## config.mk

```make
export PLATFORM = sky130hd
export DESIGN_NAME = instr_fetch_unit
export DESIGN_NICKNAME = d
export VERILOG_FILES = /design/src/rtl/fetch_pkg.sv /design/src/rtl/fetch_buf.sv /design/src/rtl/instr_fetch_unit.sv
export SDC_FILE = /design/constraint.sdc
export NUM_CORES = 1
export LEC_CHECK = 0
export CELL_PAD_IN_SITES_DETAIL_PLACEMENT = 0
export CELL_PAD_IN_SITES_GLOBAL_PLACEMENT = 1
export CORE_MARGIN = 4
export CORE_UTILIZATION = 37
export DETAILED_ROUTE_END_ITERATION = 6
export PLACE_DENSITY = 0.74
export SYNTH_ARGS = -nofsm -noshare
export SYNTH_HDL_FRONTEND = slang
export SYNTH_SLANG_ARGS = --single-unit
export TNS_END_PERCENT = 10
```

## constraint.sdc

```tcl
create_clock -name clk -period 4.8 [get_ports clk]
set_input_delay 0.96 -clock clk [delete_from_list [all_inputs] [get_ports clk]]
set_output_delay 0.96 -clock clk [all_outputs]
set_load 0.05 [all_outputs]
```

## src/rtl/fetch_pkg.sv

```systemverilog
// Shared fetch-stage types: widths, state encoding and buffer entry.
// Imported by fetch_buf and instr_fetch_unit.
package fetch_pkg;

  localparam int XLEN = 32;
  localparam logic [XLEN-1:0] NOP = 32'h0000_0013;

  typedef enum logic {
    FETCH,
    DRAIN
  } state_e;

  typedef struct packed {
    logic [XLEN-1:0] pc;
    logic [XLEN-1:0] instr;
    logic            filled;
  } entry_t;

  function automatic logic [XLEN-1:0] word_align(input logic [XLEN-1:0] a);
    return {a[XLEN-1:2], 2'b00};
  endfunction

endpackage

```

## src/rtl/fetch_buf.sv

```systemverilog
// Circular fetch buffer: entries are reserved at request time,
// filled in order by responses and popped from the head.
module fetch_buf
  import fetch_pkg::*;
#(
  parameter  int DEPTH = 2,
  localparam int AW    = $clog2(DEPTH),
  localparam int CW    = AW + 1
) (
  input  logic            clk,
  input  logic            rst,
  input  logic            flush_i,
  input  logic            reserve_i,
  input  logic [XLEN-1:0] pc_i,
  input  logic            fill_i,
  input  logic [XLEN-1:0] instr_i,
  input  logic            pop_i,
  output logic            valid_o,
  output logic [XLEN-1:0] pc_o,
  output logic [XLEN-1:0] instr_o,
  output logic [CW-1:0]   count_o
);

  entry_t        ent_q [DEPTH];
  logic [AW-1:0] head_q;
  logic [AW-1:0] fill_q;
  logic [AW-1:0] tail_q;
  logic [CW-1:0] cnt_q;

  // Flush only drops occupancy; payload is kept so the head
  // outputs do not glitch while if_valid is low.
  always_ff @(posedge clk) begin
    if (rst || flush_i) begin
      head_q <= '0;
      fill_q <= '0;
      tail_q <= '0;
      cnt_q  <= '0;
      for (int i = 0; i < DEPTH; i++) begin
        ent_q[i].filled <= 1'b0;
        if (rst) begin
          ent_q[i].pc    <= '0;
          ent_q[i].instr <= '0;
        end
      end
    end else begin
      if (pop_i) begin
        ent_q[head_q].filled <= 1'b0;
        head_q <= head_q + 1'b1;
      end
      if (reserve_i) begin
        ent_q[tail_q].pc     <= pc_i;
        ent_q[tail_q].filled <= 1'b0;
        tail_q <= tail_q + 1'b1;
      end
      if (fill_i) begin
        ent_q[fill_q].instr  <= instr_i;
        ent_q[fill_q].filled <= 1'b1;
        fill_q <= fill_q + 1'b1;
      end
      cnt_q <= cnt_q + CW'(fill_i) - CW'(pop_i);
    end
  end

  assign valid_o = ent_q[head_q].filled;
  assign pc_o    = ent_q[head_q].pc;
  assign instr_o = ent_q[head_q].instr;
  assign count_o = cnt_q;

endmodule

```

## src/rtl/instr_fetch_unit.sv

```systemverilog
// Instruction fetch: PC, request issue, redirect flush and drain.
// FETCH_MISALIGN_CHK_EN enables the sticky misaligned-redirect fault.
module instr_fetch_unit
  import fetch_pkg::*;
#(
  parameter int              XLEN     = 32,
  parameter logic [XLEN-1:0] RESET_PC = '0,
  parameter int              DEPTH    = 2
) (
  input  logic            clk,
  input  logic            rst,
  output logic            imem_req_valid,
  input  logic            imem_req_ready,
  output logic [XLEN-1:0] imem_addr,
  input  logic            imem_rsp_valid,
  input  logic [XLEN-1:0] imem_rsp_data,
  input  logic            redirect_valid,
  input  logic [XLEN-1:0] redirect_pc,
  output logic            if_valid,
  input  logic            if_ready,
  output logic [XLEN-1:0] if_instr,
  output logic [XLEN-1:0] if_pc,
  output logic            misalign_fault
);

  localparam int CW = $clog2(DEPTH) + 1;

  state_e          state_q;
  logic [XLEN-1:0] pc_q;
  logic [CW-1:0]   out_q, out_d;
  logic [CW-1:0]   drop_q, drop_d;
  logic [CW-1:0]   buf_cnt;
  logic [CW:0]     occ;
  logic            fault_q;
  logic            acc, pop, buf_valid;
  logic            rsp_drop, rsp_take, rsp_fill;

  // Occupancy counts the slot freed by a same-cycle pop so that
  // a single-cycle memory sustains one instruction per cycle.
  assign occ = {1'b0, out_q} + {1'b0, buf_cnt}
             - {{CW{1'b0}}, pop};

  assign imem_req_valid = !rst && state_q == FETCH && !fault_q
                        && occ < (CW+1)'(DEPTH);
  assign imem_addr = pc_q;
  assign acc       = imem_req_valid && imem_req_ready;
  assign if_valid  = buf_valid && !fault_q;
  assign pop       = if_valid && if_ready;

  assign rsp_drop = imem_rsp_valid && drop_q != '0;
  assign rsp_take = imem_rsp_valid && drop_q == '0 && out_q != '0;
  assign rsp_fill = rsp_take && !redirect_valid;

  always_comb begin
    drop_d = drop_q - CW'(rsp_drop);
    out_d  = out_q + CW'(acc) - CW'(rsp_take);
    if (redirect_valid) begin
      drop_d = drop_d + out_d;
      out_d  = '0;
    end
  end

  always_ff @(posedge clk) begin
    if (rst) begin
      state_q <= FETCH;
      pc_q    <= RESET_PC;
      out_q   <= '0;
      drop_q  <= '0;
    end else begin
      state_q <= (drop_d != '0) ? DRAIN : FETCH;
      out_q   <= out_d;
      drop_q  <= drop_d;
      if (redirect_valid)
        pc_q <= word_align(redirect_pc);
      else if (acc)
        pc_q <= pc_q + XLEN'(4);
    end
  end

`ifdef FETCH_MISALIGN_CHK_EN
  always_ff @(posedge clk) begin
    if (rst)
      fault_q <= 1'b0;
    else if (redirect_valid)
      fault_q <= |redirect_pc[1:0];
  end
`else
  logic unused_lo;
  assign unused_lo = ^redirect_pc[1:0];
  assign fault_q   = 1'b0;
`endif

  assign misalign_fault = fault_q;

  fetch_buf #(
    .DEPTH(DEPTH)
  ) u_buf (
    .clk      (clk),
    .rst      (rst),
    .flush_i  (redirect_valid),
    .reserve_i(acc && !redirect_valid),
    .pc_i     (pc_q),
    .fill_i   (rsp_fill),
    .instr_i  (imem_rsp_data),
    .pop_i    (pop),
    .valid_o  (buf_valid),
    .pc_o     (if_pc),
    .instr_o  (if_instr),
    .count_o  (buf_cnt)
  );

endmodule

```

==> results list, run 1 <==
* Ranking of synthesized cells by area: edfxtp_1, dfxtp_1, mux2_2, and2_1, and3_1
- Data on the critical path is required at its endpoint by 3.84 ns.
- In the synthesized netlist the async set-or-reset flop fraction comes to 0%.
* Register cell area after layout: between 4000 and 5000 um^2
- Clock tree sinks: 167
- Fraction of final layout cells sized beyond drive strength 1: around 16%
* Number of antenna violations at the first check in global routing: 0
* Kind of start point of the critical path: input port
- Sum of routed wire length over all layers: 21.4 mm
* Relative slew slack: between 20% and 30%
- Global-route wire length before repair: 33.4 mm
- Top FF cell, synth: edfxtp_1
* Filler-free cell count of the finished design: roughly 1100
* Number of unique standard cell types used by synthesis: 66
- Die Ht: roughly 160 um
- In this run, the number of DRC markers left after iteration 0 of detailed routing was 448.
* Vias in the first global route: ~6000
- I/O Pins: 169
- The clock reaches the later pin of the worst-skew pair after 0.43 ns.
- The worst path in the final design needs a cycle of approximately 4.5 ns, including I/O delays and setup.
* TritonCTS clock tree: done
* Via-per-instance ratio: between 5 and 6
- The die covers around 24000 um^2.
- CTS clk-pin slew, worst paths: approximately 0.06 ns
- At the end of routability-driven placement, the weighted congestion stood at 0.820.
- Yosys printed 0 warnings.
* Final setup margin: between 0.3 and 0.4 ns
* Effective utilization at floorplan: between 30 and 40%
- The flow ran to the end, and the final reports show no timing, DRC or antenna violations.
- Post-DR wirelength/cell: 19.2 um
- Sequential cell area fraction in the yosys report: 57.0%
* Top cell types by occurrence after synthesis: edfxtp_1, and2_1, mux2_2, dfxtp_1, nor2_1
- Summed over all instances, the cell type with the most area after synthesis is edfxtp_1.
- Fill cells in the final layout number ~1900.
* Register-to-Register Path Depth: 17
- The count of final hold-check violations came to 0.
- Post-CTS resize count: 0
- Layout net count: about 900
- The multi-input combinational cells in the finished layout cover a total of 3210 um^2.
* Crit path capture type: output pin
- Placeable core area: 21200 um^2
* Synthesized instance count: about 670
* Capturing instance or port of the critical path: imem_req_valid
- 0 antenna diodes ended up in the layout.
* Most frequent cell after synthesis: edfxtp_1
- RSZ-0062 raised after global routing: no
* Final cell utilization of the core: around half
- Pwr/cell area: about 350 nW/um^2
- The routed layout has a little under 6000 vias.
* Area growth from synthesis to layout: 31.1%
- The count of nets left with antenna violations once routing finished came out at 0.
- The clock passes through at most 2 buffers.
- OpenSTA, run right after detailed placement, puts the worst setup slack at 0.128 ns.
- Count of pins over their slew limit: 0
- Largest driver fanout on the critical path: 8
- The setup check on the worst reg-to-reg path leaves a slack of roughly 0.86 ns.
* Setup Skew: roughly 0.010 ns
- The wire-length estimate of the detail-placed layout is 14.6 mm.
* Top achievable clock speed: between 200 and 250 MHz
* Endpoint arrival time on the critical path: about 3.5 ns
- The floorplan step set the die width to between 150 and 200 um.
- Row generation in the floorplan step produced 53 rows.
* Number of register bits inferred by synthesis: 167
* Cts bufs inserted: 17
- In this run the worst setup path begins at if_ready.
- Number of setup violations in the final report: 0
- The number of placed instances, taps included, is between 1000 and 1500.
- Leakage power: around 3.9 nW
- CTS built an H-tree with a depth of 4.
- 1st-pass router iterations: 5
- Number of buffers inserted by post-CTS setup repair: 0
* Number of I/O port buffers: between 150 and 200
* Number of enable-type register cells in the synthesized netlist: ~120
- For the pin with the worst max-slew slack, the measured transition is 1.08 ns.
* Proportion of netlist area held by the largest area contributor: 46.3%
- The worst register-to-register path ends at state_q.
* Total routing resource utilization after global routing: between 15 and 20%
* Mapped Avg Cell Area: 12.0 um^2
- The min-delay analysis places its worst path in the category register to register.
- VDD sags by at most 204 uV.
- Final worst-path cycle share: a little over nine tenths
* Post-route DRC: 0
- Max capacitance violation total: 0
- Entering global routing, the biggest net connects 63 pins.
- Global-route congestion overflow total: 0
- Number of buffers inserted by hold repair at cts: 0
- The worst setup path is of the input port to output pin kind.
- Total standard cell area after synthesis: between 8000 and 9000 um^2
* Clock tree root buffer cell: clkbuf_16
-- per-layer routing --
layer / wire length (um) / global-route usage [%]
met3: 1390 / 4.14
met5: 0 / 0
met4: 254 / 4.79
met2: 10300 / 27.7
met1: 9420 / 24.6
-- critical path, stage by stage --
cell,delay (ns)
clkdlybuf4s50_1,0.46
nand2_1,0.06
inv_1,0.12
ha_1,0.24
inv_1,0.08
nand2_1,0.07
fa_1,0.42
xnor2_1,0.67
nor4b_1,0.13
buf_4,0.18
buf_12,0.14
-- sequential cells by signal, indices dropped and copies added (netlist names), named ones only --
signal         cells
u_buf.ent_q      126
imem_addr         30
drop_q             2
out_q              2
u_buf.count_o      2
state_q            1
u_buf.fill_q       1
u_buf.head_q       1
u_buf.tail_q       1
-- through the flow --
step	total power, mW	cell area (um^2)	TNS, ns	hold WS [ns]
floorplan	2.14	8050	-0.0680	0.460
global placement	2.39	9950	0	0.474
detailed placement	2.41	9950	0	0.499
CTS	3.76	10500	0	0.508
global route	3.88	10500	0	0.542
finish	3.72	10500	0	0.495
-- power by group --
part	switching [mW]	internal [mW]	leakage [nW]
registers	0.0754	1.64	1.64
clock network	0.608	0.737	0.280
logic	0.411	0.256	1.95
total	1.09	2.63	3.87
-- how the worst min path moves through the flow --
stage | endpoint | from | cells after the start | slack, ns
floorplan | u_buf.ent_q[1][0] | u_buf.ent_q[1][0] | 1 | 0.46
global placement | u_buf.ent_q[1][0] | u_buf.ent_q[1][0] | 1 | 0.47
detailed placement | u_buf.ent_q[0][0] | u_buf.ent_q[0][0] | 2 | 0.50
CTS | u_buf.ent_q[0][0] | u_buf.ent_q[0][0] | 2 | 0.51
global route | u_buf.ent_q[0][0] | u_buf.ent_q[0][0] | 2 | 0.54
finish | u_buf.ent_q[0][0] | u_buf.ent_q[0][0] | 2 | 0.50
-- cell usage in the layout (no fill, tap or decap), drive strengths merged, types with 8 or more instances in the layout --
cell type and count:
clkdlybuf4s50 160, edfxtp 124, and2 101, mux2 63, dfxtp 43, nor2 39, and3 33, nand2 24
inv 24, buf 18, clkbuf 17, or4 16, nand3 15, nand4 14, xnor2 12, a311oi 10
o21ai 10, a211oi 9, nor3 9, o211ai 8, nor4 8, ha 8
-- area by class of cell --
cell class / count / share of cell area, %
inverters: 17 / 0.605
multi-input cells: 444 / 30.5
flip-flops and latches: 167 / 43.5
well taps: 275 / 3.26
clock buffers: 17 / 4.04
repair buffers: 178 / 16.6
clock inverters: 15 / 1.53
-- kinds of logic after synthesis --
kind of cell,share of synthesized area [%]
buffers and inverters,3.63
muxes,8.82
and+or+nand+nor,20.5
adders and majority gates,1.49
DFF,57.0
AOI/OAI and AO/OA,6.54
xor gates and xnor gates,1.91
other,0.0466
Power figures use the tool's default switching activity.
==> inputs of run 2 (changes only) <==
Settings changed: PLACE_DENSITY 0.74 to 0.89.
==> results list, run 2 (same netlist as run 1, synthesis figures left out) <==
- The H-tree generated during clock tree synthesis spans 4 levels.
- After filler insertion, the fill cell instance count of the layout stands at about 1800.
* Max IR drop VDD: approximately 170 uV
- Number of core rows: between 50 and 60
- Headroom to the max-slew limit came out at 39.2%.
- The worst hold path terminates at u_buf.ent_q[0][0].
* Count of pins over their slew limit: 0
- Post-detail-place hpwl: ~14 mm
- Placeable core area: 21200 um^2
- Die Ht: 155 um
- Die ar.: 24100 um^2
* Global-route congestion overflow total: 0
* Setup TNS after final layout: 0 ns
* Antenna diode count: 0
- Slew at the pin closest to its max-slew limit: roughly 0.90 ns
- Setup Skew: 0.00533 ns
- For this run, design rule violations remaining after detail routing come to 0.
* Max capacitance violation total: 0
- Final worst-path cycle share: 93.3%
- Total chip power: between 3 and 4 mW
* Effective utilization at floorplan: roughly 38%
- TritonCTS built the clock tree.
- In the final layout, the share of cells above drive strength 1 is between 10% and 20%.
* Post-CTS resize count: 0
- Counting flops per register, the top entry is u_buf.ent_q.
- The register with the most flip-flops in the layout has 126 of them.
- Final hold violation count: 0
- Along the worst hold path, the cell count comes to 2.
* Pwr/cell area: 355 nW/um^2
* Number of I/O port buffers: roughly 160
- Hold path startpoint: u_buf.ent_q[0][0]
* Number of setup violations in the final report: 0
- Setup repair after global routing left no endpoint under its margin.
- Sum of routed wire length over all layers: 20.5 mm
- The number of clock buffers added by TritonCTS is 17.
* Commonest cells after routing, fill and taps aside: clkdlybuf4s50_1, edfxtp_1, and2_1
- The later pin in the worst-skew pair is clocked with a latency of roughly 0.42 ns.
- In this run the clock root is driven by a clkbuf_16.
- After detailed routing, the number of vias per cell comes to about 5.3.
- The area growth from synthesis to layout is 31.5%.
- After routing the design area is about 11000 um^2.
- Gpl congestion: 0.804
* Endpoint arrival time on the critical path: approximately 3.5 ns
- In this run the count of I/O pins placed on the die edge is 169.
- Global-route wire length before repair: around 32 mm
- In this run the horizontal extent of the chip is between 150 and 200 um.
- The tree built by TritonCTS fans out to 167 sinks.
* Leading cell type in the layout, fill and taps excluded: clkdlybuf4s50_1
- Leakage power: 3.87 nW
- Buffers inserted to repair hold after CTS numbered 0.
- Register-to-Register Path Depth: 17
* Crit path capture type: output pin
* Top achievable clock speed: approximately 220 MHz
- Number of placed cells counting well taps: 1083
- Clock-pin slew was measured on the worst setup and hold paths at roughly 0.060 ns.
* Number of DRC markers in iteration 0: between 300 and 400
- The number of setup buffers added after CTS is 0.
- STA classifies the critical path startpoint as an input port.
- Path type of the worst min-delay path: register to register
* Number of antenna violations at the first check in global routing: 0
- For this run, the number of standard cells in the final layout without fillers is 1115.
* Run status: complete, no violations
- Startpoint-to-endpoint class of the critical path: input port to output pin
* Destination of the worst register-to-register timing path: state_q
- For this run, the detailed router's first-pass iteration total came to 5.
- Maximum clock insertion buffer count: 2
* Vias in the first global route: 5940
- Placed standard-cell area: 9970 um^2
- Total routing resource utilization after global routing: between 10% and 20%
- Post-DR wirelength/cell: between 15 and 20 um
- Pin count of the biggest net entering global routing: 63
* Vias after detailed routing: between 5000 and 6000
- The detail route stage leaves a number of antenna-violating nets equal to 0.
- Data on the critical path is required at its endpoint by ~3.8 ns.
* Final cell utilization of the core: between 40% and 50%
- Final worst path period need: about 4.5 ns
- For flop-to-flop paths, the worst setup slack is 0.94 ns.
* Largest driver fanout on the critical path: 8
- After the last flow step, the layout net total stands at just over 900.
==> run 2: cell count changes in the layout (fill, tap and decap cells not counted) <==
cell,change
clkinv_1,+1
clkbuf_1,+1
clkinv_4,-2
bufinv_16,+2
clkinvlp_4,+3
inv_8,-5
buf_4,+2
==> run 2: worst max-delay path by stage <==
stage | cells past startpoint | slack, ns | from | end
final | 11 | 0.32 | if_ready | imem_req_valid
after detailed placement | 17 | 0.19 | if_ready | state_q
after global placement | 17 | 0.24 | if_ready | state_q
after CTS | 11 | 0.32 | if_ready | imem_req_valid
after global routing | 11 | 0.15 | if_ready | imem_req_valid
after floorplan | 10 | -0.07 | register | imem_req_valid
==> run 2: layout make-up <==
class                   instances  area, um^2  area share [%]
inverters                      17        63.8           0.604
well taps                     275         344            3.25
flip-flops and latches        167        4590            43.4
repair buffers                180        1760            16.7
clock inverters                14         174            1.65
clock buffers                  18         429            4.06
multi-input cells             444        3210            30.4
==> run 2: stage by stage <==
stage	hold slack, ns	setup WS, ns
3_5_place_dp	0.487	0.193
4_1_cts	0.495	0.321
6_report	0.492	0.323
5_1_grt	0.542	0.154
3_3_place_gp	0.480	0.242
2_1_floorplan	0.460	-0.0680
==> run 2: critical path, cell delays in order <==
cell and delay (ns):
clkdlybuf4s50_1 0.46, nand2_1 0.07, inv_1 0.12, ha_1 0.24
inv_1 0.07, nand2_1 0.07, fa_1 0.41, xnor2_1 0.64
nor4b_1 0.15, buf_4 0.18, buf_12 0.14
==> run 2: power breakdown <==
part           internal, mW  switching (mW)  leakage (nW)
Combinational         0.255           0.410          1.96
Clock                 0.821           0.567         0.273
Sequential             1.64          0.0642          1.64
Total                  2.71            1.04          3.87
==> run 2: per-layer routing <==
| layer | share of wire (%) | vias to the layer above | wire length [um] | track usage (%) |
|---|---|---|---|---|
| li1 | - | 2804 | - | - |
| met1 | 42 | 2866 | 8630 | 22.2 |
| met2 | 51 | 176 | 10400 | 28.7 |
| met3 | 5.5 | 21 | 1120 | 3.09 |
| met4 | 1.8 | 0 | 374 | 5.75 |
| met5 | 0 | - | 0 | 0 |
==> inputs of run 3 (changes only) <==
Settings changed: CORE_UTILIZATION 37 to 40, DONT_BUFFER_PORTS from default to 1, PLACE_DENSITY 0.89 to 0.8.
==> results list, run 3 (same netlist as run 1, synthesis figures left out) <==
- Run status: complete, no violations
- Layout net count: approximately 740
- Switching part of the total: slightly above 30%
* Post-detail-place hpwl: 13.5 mm
- For this design the top-level I/O count stands at between 150 and 200.
* Chip Width: around 150 um
- Setup TNS after final layout: 0 ns
- From synthesis to final layout, the design area changed by 10.4%.
- Post-CTS resize count: 0
* Sum of routed wire length over all layers: 19.6 mm
- Final worst path period need: ~4.3 ns
- The first detailed-routing pass took 7 iterations.
* Kind of start point of the critical path: register
- Slew at the pin closest to its max-slew limit: between 1 and 1.5 ns
- Headroom to the max-slew limit came out at 31.4%.
- Largest register by flop count: u_buf.ent_q
* Vias after detailed routing: around 5300
- The tree is rooted in a clkbuf_16.
- Met3 Track Usage GR: 5.03%
* Global routing usage on met1: between 20% and 30%
- Setup Skew: around 0.0090 ns
- Count of pins over their slew limit: 0
- Depth of the CTS H-tree: 4
- Counting cells, the worst reg-to-reg path comes to 17.
- Dividing the final minimum period by the clock period gives between 80% and 90%.
* RSZ-0062 raised after global routing: no
- For the worst setup path, the data required time is around 3.8 ns.
- Destination of the worst register-to-register timing path: state_q
- Prior to clock tree synthesis, the placed netlist has a worst setup slack of approximately 0.55 ns.
* Number of filler cells placed in the layout: approximately 1800
- Placeable core area: between 15000 and 20000 um^2
- Global routing finished with a remaining overflow of 0.
- Register cell area after layout: ~4600 um^2
- Summed over all cells, the static leakage comes to 3.23 nW.
* Top achievable clock speed: between 200 and 250 MHz
* Final hold violation count: 0
* Number of antenna violations at the first check in global routing: 0
- The analysis attributes to net switching a power of about 1.1 mW.
- Source-to-sink clock delay at the later pin of the worst-skew pair: around 0.42 ns
- Total chip power: between 3 and 4 mW
- After the flow finishes, the layout carries non-filler instances totaling about 940.
- The first routing iteration left between 400 and 500 violations.
- Number of setup violations in the final report: 0
- The worst setup path is captured at an output pin.
- Cell-internal power: roughly 2.4 mW
* Largest driver fanout on the critical path: 8
* Fraction of final layout cells sized beyond drive strength 1: between 10% and 20%
* Pwr/cell area: ~400 nW/um^2
- Hold path startpoint: u_buf.ent_q[0][0]
* Clock tree sinks: around 170
- Placed standard-cell area: between 8000 and 9000 um^2
- Post-DR wirelength/cell: 20.9 um
- Number of placed cells counting well taps: around 910
- Finished layout cell area: roughly 8900 um^2
- After detailed routing, the number of vias per cell comes to roughly 5.6.
- Vias in the first global route: roughly 5300
- The tightest hold path in the finished design has a slack of just over 0.5 ns.
- TritonCTS clock tree: done
- Clock-pin slew was measured on the worst setup and hold paths at approximately 0.07 ns.
- Number of buffers inserted by post-CTS setup repair: 0
- Max capacitance violation total: 0
- The register with the most flip-flops in the layout has around 130 of them.
- Startpoint-to-endpoint class of the critical path: register to output pin
* Total routing resource utilization after global routing: 17.3%
- In the global route stage, met2 resource usage came out at between 20 and 30%.
- Number of core rows: 51
- Along the worst hold path, the cell count comes to 2.
- In this run, flip-flops and latches consume approximately 50% of the power.
* Post-route DRC: 0
- Gpl congestion: approximately 0.86
- Die Ht: about 150 um
* Number of I/O port buffers: 0
* Effective utilization at floorplan: 41.0%
- After layout, the worst setup slack is 0.510 ns.
- Of the total power, combinational logic draws between 10% and 20%.
- Summing all multi-input logic gate instances after layout gives roughly 3200 um^2.
- The share of total power dissipated in the clock network is a little under two fifths.
- The first global-routing pass estimated roughly 30 mm of wire.
- Leaving out fill and tap cells, the most frequent cell in the layout is edfxtp_1.
- The global routing stage identified its most utilized layer as met2.
- Detail Route Antenna Nets: 0
* Final cell utilization of the core: between 40% and 50%
- Maximum clock insertion buffer count: 2
- Die ar.: between 20000 and 25000 um^2
- Cts bufs inserted: 17
- Max IR drop VDD: about 250 uV
- Leaving out fill and tap cells, the most frequent cells in the layout are edfxtp_1, and2_1, mux2_2.
* Endpoint arrival time on the critical path: ~3.3 ns
* Path type of the worst min-delay path: register to register
- Register-to-register setup slack: 0.63 ns
- Antenna diode count: 0
- Entering global routing, the biggest net connects between 60 and 70 pins.
* Number of buffers inserted by hold repair at cts: 0
- Hold endpoint: u_buf.ent_q[0][0]
==> run 3: critical path, cell delays in order (launching register included) <==
cell,delay (ns)
dfxtp_2,0.33
mux2_2,0.47
nand2_1,0.14
inv_1,0.08
ha_1,0.27
inv_1,0.08
nand2_1,0.07
fa_1,0.42
xnor2_1,0.70
nor4b_2,0.12
buf_4,0.23
==> run 3: routing by layer <==
layer	up-vias	share of wire [%]	wire (um)
li1	2460	-	-
met1	2592	43	8370
met2	212	48	9430
met3	28	7.7	1510
met4	0	1.6	322
met5	-	0	0
==> run 3: worst max path at each step <==
stage	startpoint	endpoint	slack, ns	cells after the start
6_report	register	imem_req_valid	0.51	10
3_3_place_gp	if_ready	state_q	0.65	16
5_1_grt	register	imem_req_valid	0.33	10
4_1_cts	register	imem_req_valid	0.47	10
3_5_place_dp	if_ready	state_q	0.55	16
2_1_floorplan	register	imem_req_valid	-0.07	10
==> run 3: area by class of cell <==
class | count | area share [%]
well taps | 265 | 3.74
flip-flops and latches | 167 | 51.7
clock buffers | 17 | 4.79
inverters | 17 | 0.719
repair buffers | 13 | 1.10
multi-input cells | 444 | 36.3
clock inverters | 15 | 1.71
==> run 3: power groups by stage <==
stage               Clock, mW  Sequential (mW)  Combinational, mW
floorplan                   0             1.77              0.366
global placement            0             1.80              0.413
detailed placement          0             1.81              0.424
CTS                      1.34             1.78              0.426
global route             1.40             1.79              0.456
finish                   1.31             1.78              0.423
